--- config.mk ---
export PLATFORM = sky130hd
export DESIGN_NAME = fetch_stage
export DESIGN_NICKNAME = d
export VERILOG_FILES = /design/src/rtl/fetch_stage.sv
export SDC_FILE = /design/constraint.sdc
export NUM_CORES = 1
export LEC_CHECK = 0
export ABC_CLOCK_PERIOD_IN_PS = 4000
export CAP_MARGIN = 20
export CORE_MARGIN = 5
export CORE_UTILIZATION = 30
export CTS_CLUSTER_DIAMETER = 60
export DETAILED_ROUTE_END_ITERATION = 10
export PLACE_DENSITY = 0.55
export RECOVER_POWER = 25
export SLEW_MARGIN = 20
export SYNTH_ARGS = -nofsm -noshare
export SYNTH_HDL_FRONTEND = slang
export SYNTH_SLANG_ARGS = --single-unit
--- constraint.sdc ---
create_clock -name clk -period 4 [get_ports clk]
set_input_delay 0.4 -clock clk [delete_from_list [all_inputs] [get_ports clk]]
set_output_delay 0.4 -clock clk [all_outputs]
set_load 0.05 [all_outputs]
--- src/rtl/fetch_stage.sv ---
// Instruction fetch stage: PC register, single-outstanding imem handshake FSM and IF/ID register.
// Optional macro FETCH_NOP_ON_FLUSH_EN makes flushed/bubbled instr_d an addi x0,x0,0 instead of zero.
module fetch_stage #(
  parameter logic [31:0] RESET_PC = 32'h0000_0000
) (
  input  logic        clk,
  input  logic        rst_n,
  input  logic        stall_f,
  input  logic        flush_d,
  input  logic        pc_src_e,
  input  logic [31:0] pc_target_e,
  output logic        imem_req,
  output logic [31:0] imem_addr,
  input  logic        imem_rvalid,
  input  logic [31:0] imem_rdata,
  output logic [31:0] instr_d,
  output logic [31:0] pc_d,
  output logic [31:0] pc_plus4_d,
  output logic        valid_d
);

`ifdef FETCH_NOP_ON_FLUSH_EN
  localparam logic [31:0] FLUSH_INSTR = 32'h0000_0013;
`else
  localparam logic [31:0] FLUSH_INSTR = 32'h0000_0000;
`endif

  typedef enum logic [1:0] {
    IDLE,
    REQ,
    HOLD,
    KILL
  } state_t;

  typedef enum logic [1:0] {
    IFID_KEEP,
    IFID_LOAD_MEM,
    IFID_LOAD_HOLD,
    IFID_BUBBLE
  } ifid_act_t;

  state_t      r_state;
  state_t      w_state_nxt;
  ifid_act_t   w_ifid_act;

  logic [31:0] r_pc_f;
  logic [31:0] w_pc_nxt;
  logic [31:0] w_pc_plus4;

  logic [31:0] r_hold_instr;
  logic [31:0] r_hold_pc;
  logic [31:0] w_hold_plus4;
  logic        w_hold_capture;

  logic [31:0] r_instr_d;
  logic [31:0] r_pc_d;
  logic [31:0] r_pc_plus4_d;
  logic        r_valid_d;
  logic [31:0] w_instr_nxt;
  logic [31:0] w_pc_d_nxt;
  logic [31:0] w_pc_plus4_nxt;
  logic        w_valid_nxt;

  assign w_pc_plus4   = r_pc_f + 32'd4;
  assign w_hold_plus4 = r_hold_pc + 32'd4;

  assign imem_req   = (r_state == REQ);
  assign imem_addr  = r_pc_f;
  assign instr_d    = r_instr_d;
  assign pc_d       = r_pc_d;
  assign pc_plus4_d = r_pc_plus4_d;
  assign valid_d    = r_valid_d;

  // Next-state, next-PC and IF/ID action; a redirect always wins over stall and drops any held word.
  always_comb begin
    w_state_nxt    = r_state;
    w_pc_nxt       = r_pc_f;
    w_ifid_act     = IFID_KEEP;
    w_hold_capture = 1'b0;
    case (r_state)
      IDLE: begin
        w_state_nxt = REQ;
        if (pc_src_e) w_pc_nxt = pc_target_e;
      end
      REQ: begin
        if (pc_src_e) begin
          w_pc_nxt    = pc_target_e;
          w_state_nxt = imem_rvalid ? REQ : KILL;
          w_ifid_act  = stall_f ? IFID_KEEP : IFID_BUBBLE;
        end else if (imem_rvalid && !stall_f) begin
          w_pc_nxt   = w_pc_plus4;
          w_ifid_act = IFID_LOAD_MEM;
        end else if (imem_rvalid) begin
          w_hold_capture = 1'b1;
          w_state_nxt    = HOLD;
        end else if (!stall_f) begin
          w_ifid_act = IFID_BUBBLE;
        end
      end
      HOLD: begin
        if (pc_src_e) begin
          w_pc_nxt    = pc_target_e;
          w_state_nxt = REQ;
          w_ifid_act  = stall_f ? IFID_KEEP : IFID_BUBBLE;
        end else if (!stall_f) begin
          w_pc_nxt    = w_hold_plus4;
          w_state_nxt = REQ;
          w_ifid_act  = IFID_LOAD_HOLD;
        end
      end
      KILL: begin
        // Wait here for the stale response so it can never be mistaken for the redirected fetch.
        if (pc_src_e) w_pc_nxt = pc_target_e;
        if (imem_rvalid) w_state_nxt = REQ;
        w_ifid_act = stall_f ? IFID_KEEP : IFID_BUBBLE;
      end
      default: w_state_nxt = IDLE;
    endcase
  end

  // IF/ID next contents; flush overrides every other action.
  always_comb begin
    w_instr_nxt    = r_instr_d;
    w_pc_d_nxt     = r_pc_d;
    w_pc_plus4_nxt = r_pc_plus4_d;
    w_valid_nxt    = r_valid_d;
    if (flush_d) begin
      w_instr_nxt    = FLUSH_INSTR;
      w_pc_d_nxt     = 32'd0;
      w_pc_plus4_nxt = 32'd0;
      w_valid_nxt    = 1'b0;
    end else begin
      case (w_ifid_act)
        IFID_LOAD_MEM: begin
          w_instr_nxt    = imem_rdata;
          w_pc_d_nxt     = r_pc_f;
          w_pc_plus4_nxt = w_pc_plus4;
          w_valid_nxt    = 1'b1;
        end
        IFID_LOAD_HOLD: begin
          w_instr_nxt    = r_hold_instr;
          w_pc_d_nxt     = r_hold_pc;
          w_pc_plus4_nxt = w_hold_plus4;
          w_valid_nxt    = 1'b1;
        end
        IFID_BUBBLE: begin
          w_instr_nxt    = FLUSH_INSTR;
          w_pc_d_nxt     = 32'd0;
          w_pc_plus4_nxt = 32'd0;
          w_valid_nxt    = 1'b0;
        end
        default: ;
      endcase
    end
  end

  always_ff @(posedge clk) begin
    if (!rst_n) begin
      r_state      <= IDLE;
      r_pc_f       <= RESET_PC;
      r_hold_instr <= 32'd0;
      r_hold_pc    <= 32'd0;
      r_instr_d    <= 32'd0;
      r_pc_d       <= 32'd0;
      r_pc_plus4_d <= 32'd0;
      r_valid_d    <= 1'b0;
    end else begin
      r_state      <= w_state_nxt;
      r_pc_f       <= w_pc_nxt;
      r_instr_d    <= w_instr_nxt;
      r_pc_d       <= w_pc_d_nxt;
      r_pc_plus4_d <= w_pc_plus4_nxt;
      r_valid_d    <= w_valid_nxt;
      if (w_hold_capture) begin
        r_hold_instr <= imem_rdata;
        r_hold_pc    <= r_pc_f;
      end
    end
  end

endmodule

# ---- Yosys cells after proc, flatten, opt, wreduce, memory -nomap -nowiden
# Index checks and enable logic that the tools add are counted.
dict set report op_classes {
  n_addsub 2
  n_mul 0
  div 0
  n_lt_le_gt_ge 0
  eq_ne 12
  n_shift 0
  mux 29
  n_bitwise 1
  reduce_logical 10
}
# op count
set ops {}
lappend ops {{32-bit one-hot mux with 3 select lines} 4}
lappend ops {{32-bit 2-to-1 mux} 5}
lappend ops {{32-bit by 3-bit adder with 32-bit output, second input constant} 2}
lappend ops {{2-bit 2-to-1 mux} 13}
lappend ops {{2-bit == test, second input constant} 4}
lappend ops {{2-bit one-hot mux with 4 select lines} 1}
lappend ops {{3-bit by 2-bit != test with 1-bit output, second input constant} 2}
lappend ops {{3-bit != test, second input constant} 2}
lappend ops {{2-bit one-hot mux with 3 select lines} 1}
lappend ops {{2-bit OR reduction} 3}
lappend ops {{2-bit by 1-bit == test with 1-bit output, second input constant} 2}
lappend ops {{1-bit 2-to-1 mux} 4}
lappend ops {{4-bit AND reduction} 1}
lappend ops {{3-bit AND reduction} 1}
lappend ops {{3-bit nonzero test} 1}
lappend ops {{2-bit logical NOT} 1}
lappend ops {{2-bit by 1-bit != test with 1-bit output, second input constant} 1}
lappend ops {{2-bit != test, second input constant} 1}
lappend ops {{1-bit one-hot mux with 2 select lines} 1}
lappend ops {{2-bit nonzero test} 1}
lappend ops {{1-bit logical AND} 1}
lappend ops {{1-bit logical NOT} 1}
lappend ops {{1-bit NOT} 1}
dict set report word_totals {
  register_bits 195
  latch_bits 0
  mem_bits_rw 0
  mem_bits_ro 0
  input_bits 70
  word_cells 62
  mem_count 0
}

# ---- Longest topological paths before layout
dict set report depth {
  depth_word 8
  ltp_mapped 10
}

# ---- Least setup slack after synthesis
# No wires, ideal clock.
dict set report synth_path {
  path_kind {reg-to-reg}
  startpoint {reg r_pc_f[12] (netlist: imem_addr[12])}
  endpoint {reg r_pc_plus4_d[25] (netlist: pc_plus4_d[25])}
  setup_time_ns 0.123
  arrival_time_ns 2.455
  setup_slack_ns 1.422
  path_stages_with_launch 8
  cell_sequence {dfxtp_1 -> buf_2 -> nand4_4 -> or4_4 -> o31a_1 -> or2_1 -> a221oi_1 -> nor2_1}
}
dict set report synth_via {
  elab_chain_len 2
}
# item line
set synth_lines {}
lappend synth_lines {{from (decl)} 46} ;# logic [31:0] r_pc_f;
lappend synth_lines {{from (signal assigned)} 169} ;# r_pc_f <= w_pc_nxt;
lappend synth_lines {{32-bit by 3-bit adder with 32-bit output} 64} ;# assign w_pc_plus4 = r_pc_f + 32'd4;
lappend synth_lines {{32-bit one-hot mux with 3 select lines} 133} ;# case (w_ifid_act)
lappend synth_lines {{to (signal assigned)} 172} ;# r_pc_plus4_d <= w_pc_plus4_nxt;
lappend synth_lines {{to (decl)} 57} ;# logic [31:0] r_pc_plus4_d;
# Every way passes these cells.
# A chain may end at the register's enable or synchronous reset.

# ---- Worst setup path in the final report
dict set report layout_path {
  startpoint {reg r_hold_pc[2]}
  endpoint {reg r_pc_f[30] (netlist: imem_addr[30])}
}
dict set report layout_via {
  elab_chain_len 4
}
# item line
set layout_lines {}
lappend layout_lines {{from (decl)} 51} ;# logic [31:0] r_hold_pc;
lappend layout_lines {{from (signal assigned)} 176} ;# r_hold_pc <= r_pc_f;
lappend layout_lines {{32-bit by 3-bit adder with 32-bit output} 65} ;# assign w_hold_plus4 = r_hold_pc + 32'd4;
lappend layout_lines {{32-bit 2-to-1 mux} 105} ;# end else if (!stall_f) begin
lappend layout_lines {{32-bit 2-to-1 mux} 101} ;# if (pc_src_e) begin
lappend layout_lines {{32-bit one-hot mux with 3 select lines} 80} ;# case (r_state)
# Every way passes these cells. The select of a mux whose other input is x is not followed.

==> qor.csv <==
stage;metric;value;unit
placed_design;place_hpwl;27300;um
power;power.density;408;nW/um2
critical_path;rr_startpoint;r_hold_pc[2];
critical_path;crit_chain;ha_1 > nand4_1 > nor4_4 > nand4_1 > xor2_1 > o211ai_1 > a32o_2;
global_route;grt_start_max_net_pins;76;
floorplan;die-area;36900;um2
power;total_switching_power;1860;uW
sta;rsz_0062_raised_after_global_routing;no;
logic_synthesis;synth_cells;1272;
routing;number_of_vias_per_cell;5.43;
placed_design;place_area;12300;um2
layout;antenna-diode-count;0;
critical_path;cpLargestDelayFamily;simple AND/OR/NAND/NOR gates;
layout;fraction_of_final_layout_cells_sized_beyond_drive_strength_1;9.05;%
critical_path;worst-setup-path-type;reg2reg;
logic_synthesis;synth_seq_area_share;38.8;%
logic_synthesis;ys_top_cells_by_count;nand2_1, dfxtp_1, a21oi_1, nor2_1, clkbuf_1;
critical_path;crit_path_max_incr_delay;0.69;ns
placed_design;portBuffers;199;
logic_synthesis;postSynthNetCount;1348;
power;switching_part_of_the_total_power;35.3;%
logic_synthesis;synth_edf_count;0;
global_route;grt_usage;20.4;%
flow_run;drv.max_cap_violation_count;0;
cts;post-cts-setup-buffer-count;0;
logic_synthesis;synth_top_cells_by_area;dfxtp_1, nand2_1, a21oi_1;
placed_design;pre_cts_slack;0.941;ns
global_route;grt_pass1_wl;58300;um
floorplan;row_count;66;
critical_path;crit_path_top_delay_cell;nor4_4;
floorplan;core;32600;um2
routing;detailedRoute.firstPassIterationCount;6;
critical_path;setup.worst_path.end;imem_addr[30];
sta;finalCritPeriodShare;71.2;%
floorplan;width_of_the_chip;192;um
floorplan;die-height;192;um
critical_path;critical_path.startpoint_type;flop;
cts;tritoncts;built;
hold_path;hold_removal_path_class;reg2reg;
critical_path;cpMostUsedCell;nand4_1;
critical_path;worst_ep_arrival_time;3.19;ns
power;clock_network_power_share;35.1;%
global_route;first_global_vias;9487;
logic_synthesis;mappedNetlistArea;9950;um2
critical_path;worstReg2RegEnd;imem_addr[30];
logic_synthesis;synth_top_area_share;38.8;%
power;power.static_leakage;0.00463;uW
power;fraction_of_power_consumed_by_combinational_cells;24.1;%
critical_path;worstSetupEndpointType;flop;
cts;tritoncts_sinks;193;
cts;postCtsHoldBufs;0;
sta;layout_setup_ws;1.15;ns
layout;finalInstanceArea;12900;um2
logic_synthesis;dominantRegCellSynth;dfxtp_1;
power;internal_power_contribution;3400;uW
sta;worst_slew_margin_rel;30.9;%
cts;ctsResizeCount;0;
logic_synthesis;syn-mean-instance-area;7.82;um2
logic_synthesis;synth.most_common_cell;nand2_1;
global_route;antenna_found_initial;0;
routing;postRouteAntennaNets;0;
critical_path;timing.critical_path.depth;7;
critical_path;worst_ep_required_time;4.34;ns
sta;maxClockFrequency;351;MHz
layout;layout.core_utilization;39.5;%
sta;slew_viol_final;0;
power;overall_power_after_layout;5260;uW
critical_path;worst_path_buf_inv;0;
cts;cts_made_buffers;17;
logic_synthesis;yosysUniqueCellTypes;70;
sta;fin_tns_setup;0;ns
logic_synthesis;synth_top_area_cell;dfxtp_1;
critical_path;worst-r2r-setup-slack;1.15;ns
cts;worst_setup_hold_path_clk_slew;0.08;ns
sta;finClkSkew;0.00774;ns
sta;report.final.hold_viol_count;0;
critical_path;worstRegToRegCells;7;
layout;layout.nets;1466;
critical_path;timing.critical_path.fanout_max;8;
power;seq_power_share;40.8;%
global_route;globalRouteOverflowTotal;0;
routing;routed_wl;38700;um
floorplan;initial_utilization;30.5;%
floorplan;design.portCount;200;
placed_design;finalWeightedCongestion;0.939;
cts;clock_insertion_delay_worst_skew;0.44;ns
critical_path;worstSetupStartpoint;r_hold_pc[2];
status;outcome;completed;
routing;drc_errors;0;
sta;actual_transition_at_the_worst_max_transition_pin;1.03;ns
routing;vias;10000;
logic_synthesis;async_set_or_reset_flop_fraction_in_the_synthesized_netlist;0;%
routing;post_dr_wirelength_cell;21.0;um
cts;clock_path_buffers;2;
logic_synthesis;synth-warning-count;0;
cts;ctsHtreeMaxLevel;4;
sta;setup_violations;0;
logic_synthesis;postSynthRegisterBits;193;
cts;cts-root-buf;clkbuf_16;
routing;first_iter_violations;871;
sta;period_minus_slack;2.85;ns
layout;area_growth;29.5;%
power;power.ir.vdd_worst;402;uV
power groups by stage:
stage	registers, uW	logic [uW]	clock network, uW
floorplan	2340	619	0
global placement	2190	1260	0
detailed placement	2190	1270	0
CTS	2140	1270	1870
global route	2160	1350	1950
finish	2140	1270	1850
worst min path at each step:
stage,startpoint,to,cells past startpoint
after floorplan,r_hold_instr[0],r_hold_instr[0],2
final,r_hold_instr[5],r_hold_instr[5],2
after CTS,r_hold_instr[27],r_hold_instr[27],2
after global placement,r_hold_instr[15],r_hold_instr[15],2
after global routing,r_hold_instr[3],r_hold_instr[3],2
after detailed placement,r_hold_instr[20],r_hold_instr[20],2
state kept, by name, summed over array words and instances (netlist names):
| name | cells |
|---|---|
| r_hold_pc | 32 |
| valid_d | 1 |
| instr_d | 32 |
| r_hold_instr | 32 |
| imem_addr | 32 |
| pc_plus4_d | 30 |
| pc_d | 32 |
| r_state | 2 |
placed cells by master (no fill, tap or decap), drive strengths merged, types with 25 or more instances in the layout:
cell type / count
xor2: 25
buf: 29
a22oi: 32
nand2: 212
o221a: 36
xnor2: 30
inv: 26
nand3: 26
dfxtp: 193
a2bb2oi: 33
clkdlybuf4s50: 119
a21oi: 145
o21ai: 60
dlygate4sd3: 80
nor2: 127
cells by family (layout without fill, tap and decap cells):
family          Yosys count  count (layout)  synth area share (%)
simple gates            462             462                  21.4
mux                       4               4                 0.402
fa+ha+maj                 6               6                 0.754
compound gates          404             404                  28.0
flops                   193             193                  38.8
xor+xnor                 55              55                  4.84
buf+inv                 148             279                  5.81
metrics by stage:
| stage | std cells | hold slack, ns |
|---|---|---|
| after floorplan | 1272 | 0.437 |
| after global placement | 1813 | 0.441 |
| after detailed placement | 1813 | 0.447 |
| after CTS | 1845 | 0.457 |
| after global routing | 1845 | 0.475 |
| final | 1845 | 0.456 |
final cells by class:
type | instances | area [um2]
clock inverter | 13 | 166
tap | 442 | 553
fill | 3321 | 19700
sequential | 193 | 3860
inverter | 19 | 71.3
multi-input combinational | 931 | 5570
timing repair buffer | 228 | 2220
clock buffer | 19 | 443
worst min-delay path: cells and delay by family (launching register included):
| family | cells | cell delay, ns |
|---|---|---|
| DFF | 1 | 0.31 |
| and+or+nand+nor | 1 | 0.05 |
| AOI/OAI and AO/OA | 1 | 0.05 |
metal layers:
| metal | GRT usage, % | up-vias | part of all wire [%] |
|---|---|---|---|
| li1 | - | 4797 | - |
| met1 | 28.3 | 4814 | 45 |
| met2 | 31.9 | 368 | 46 |
| met3 | 3.91 | 48 | 6.5 |
| met4 | 6.25 | 0 | 2.2 |
| met5 | 0 | - | 0 |
Power figures use the tool's default switching activity.
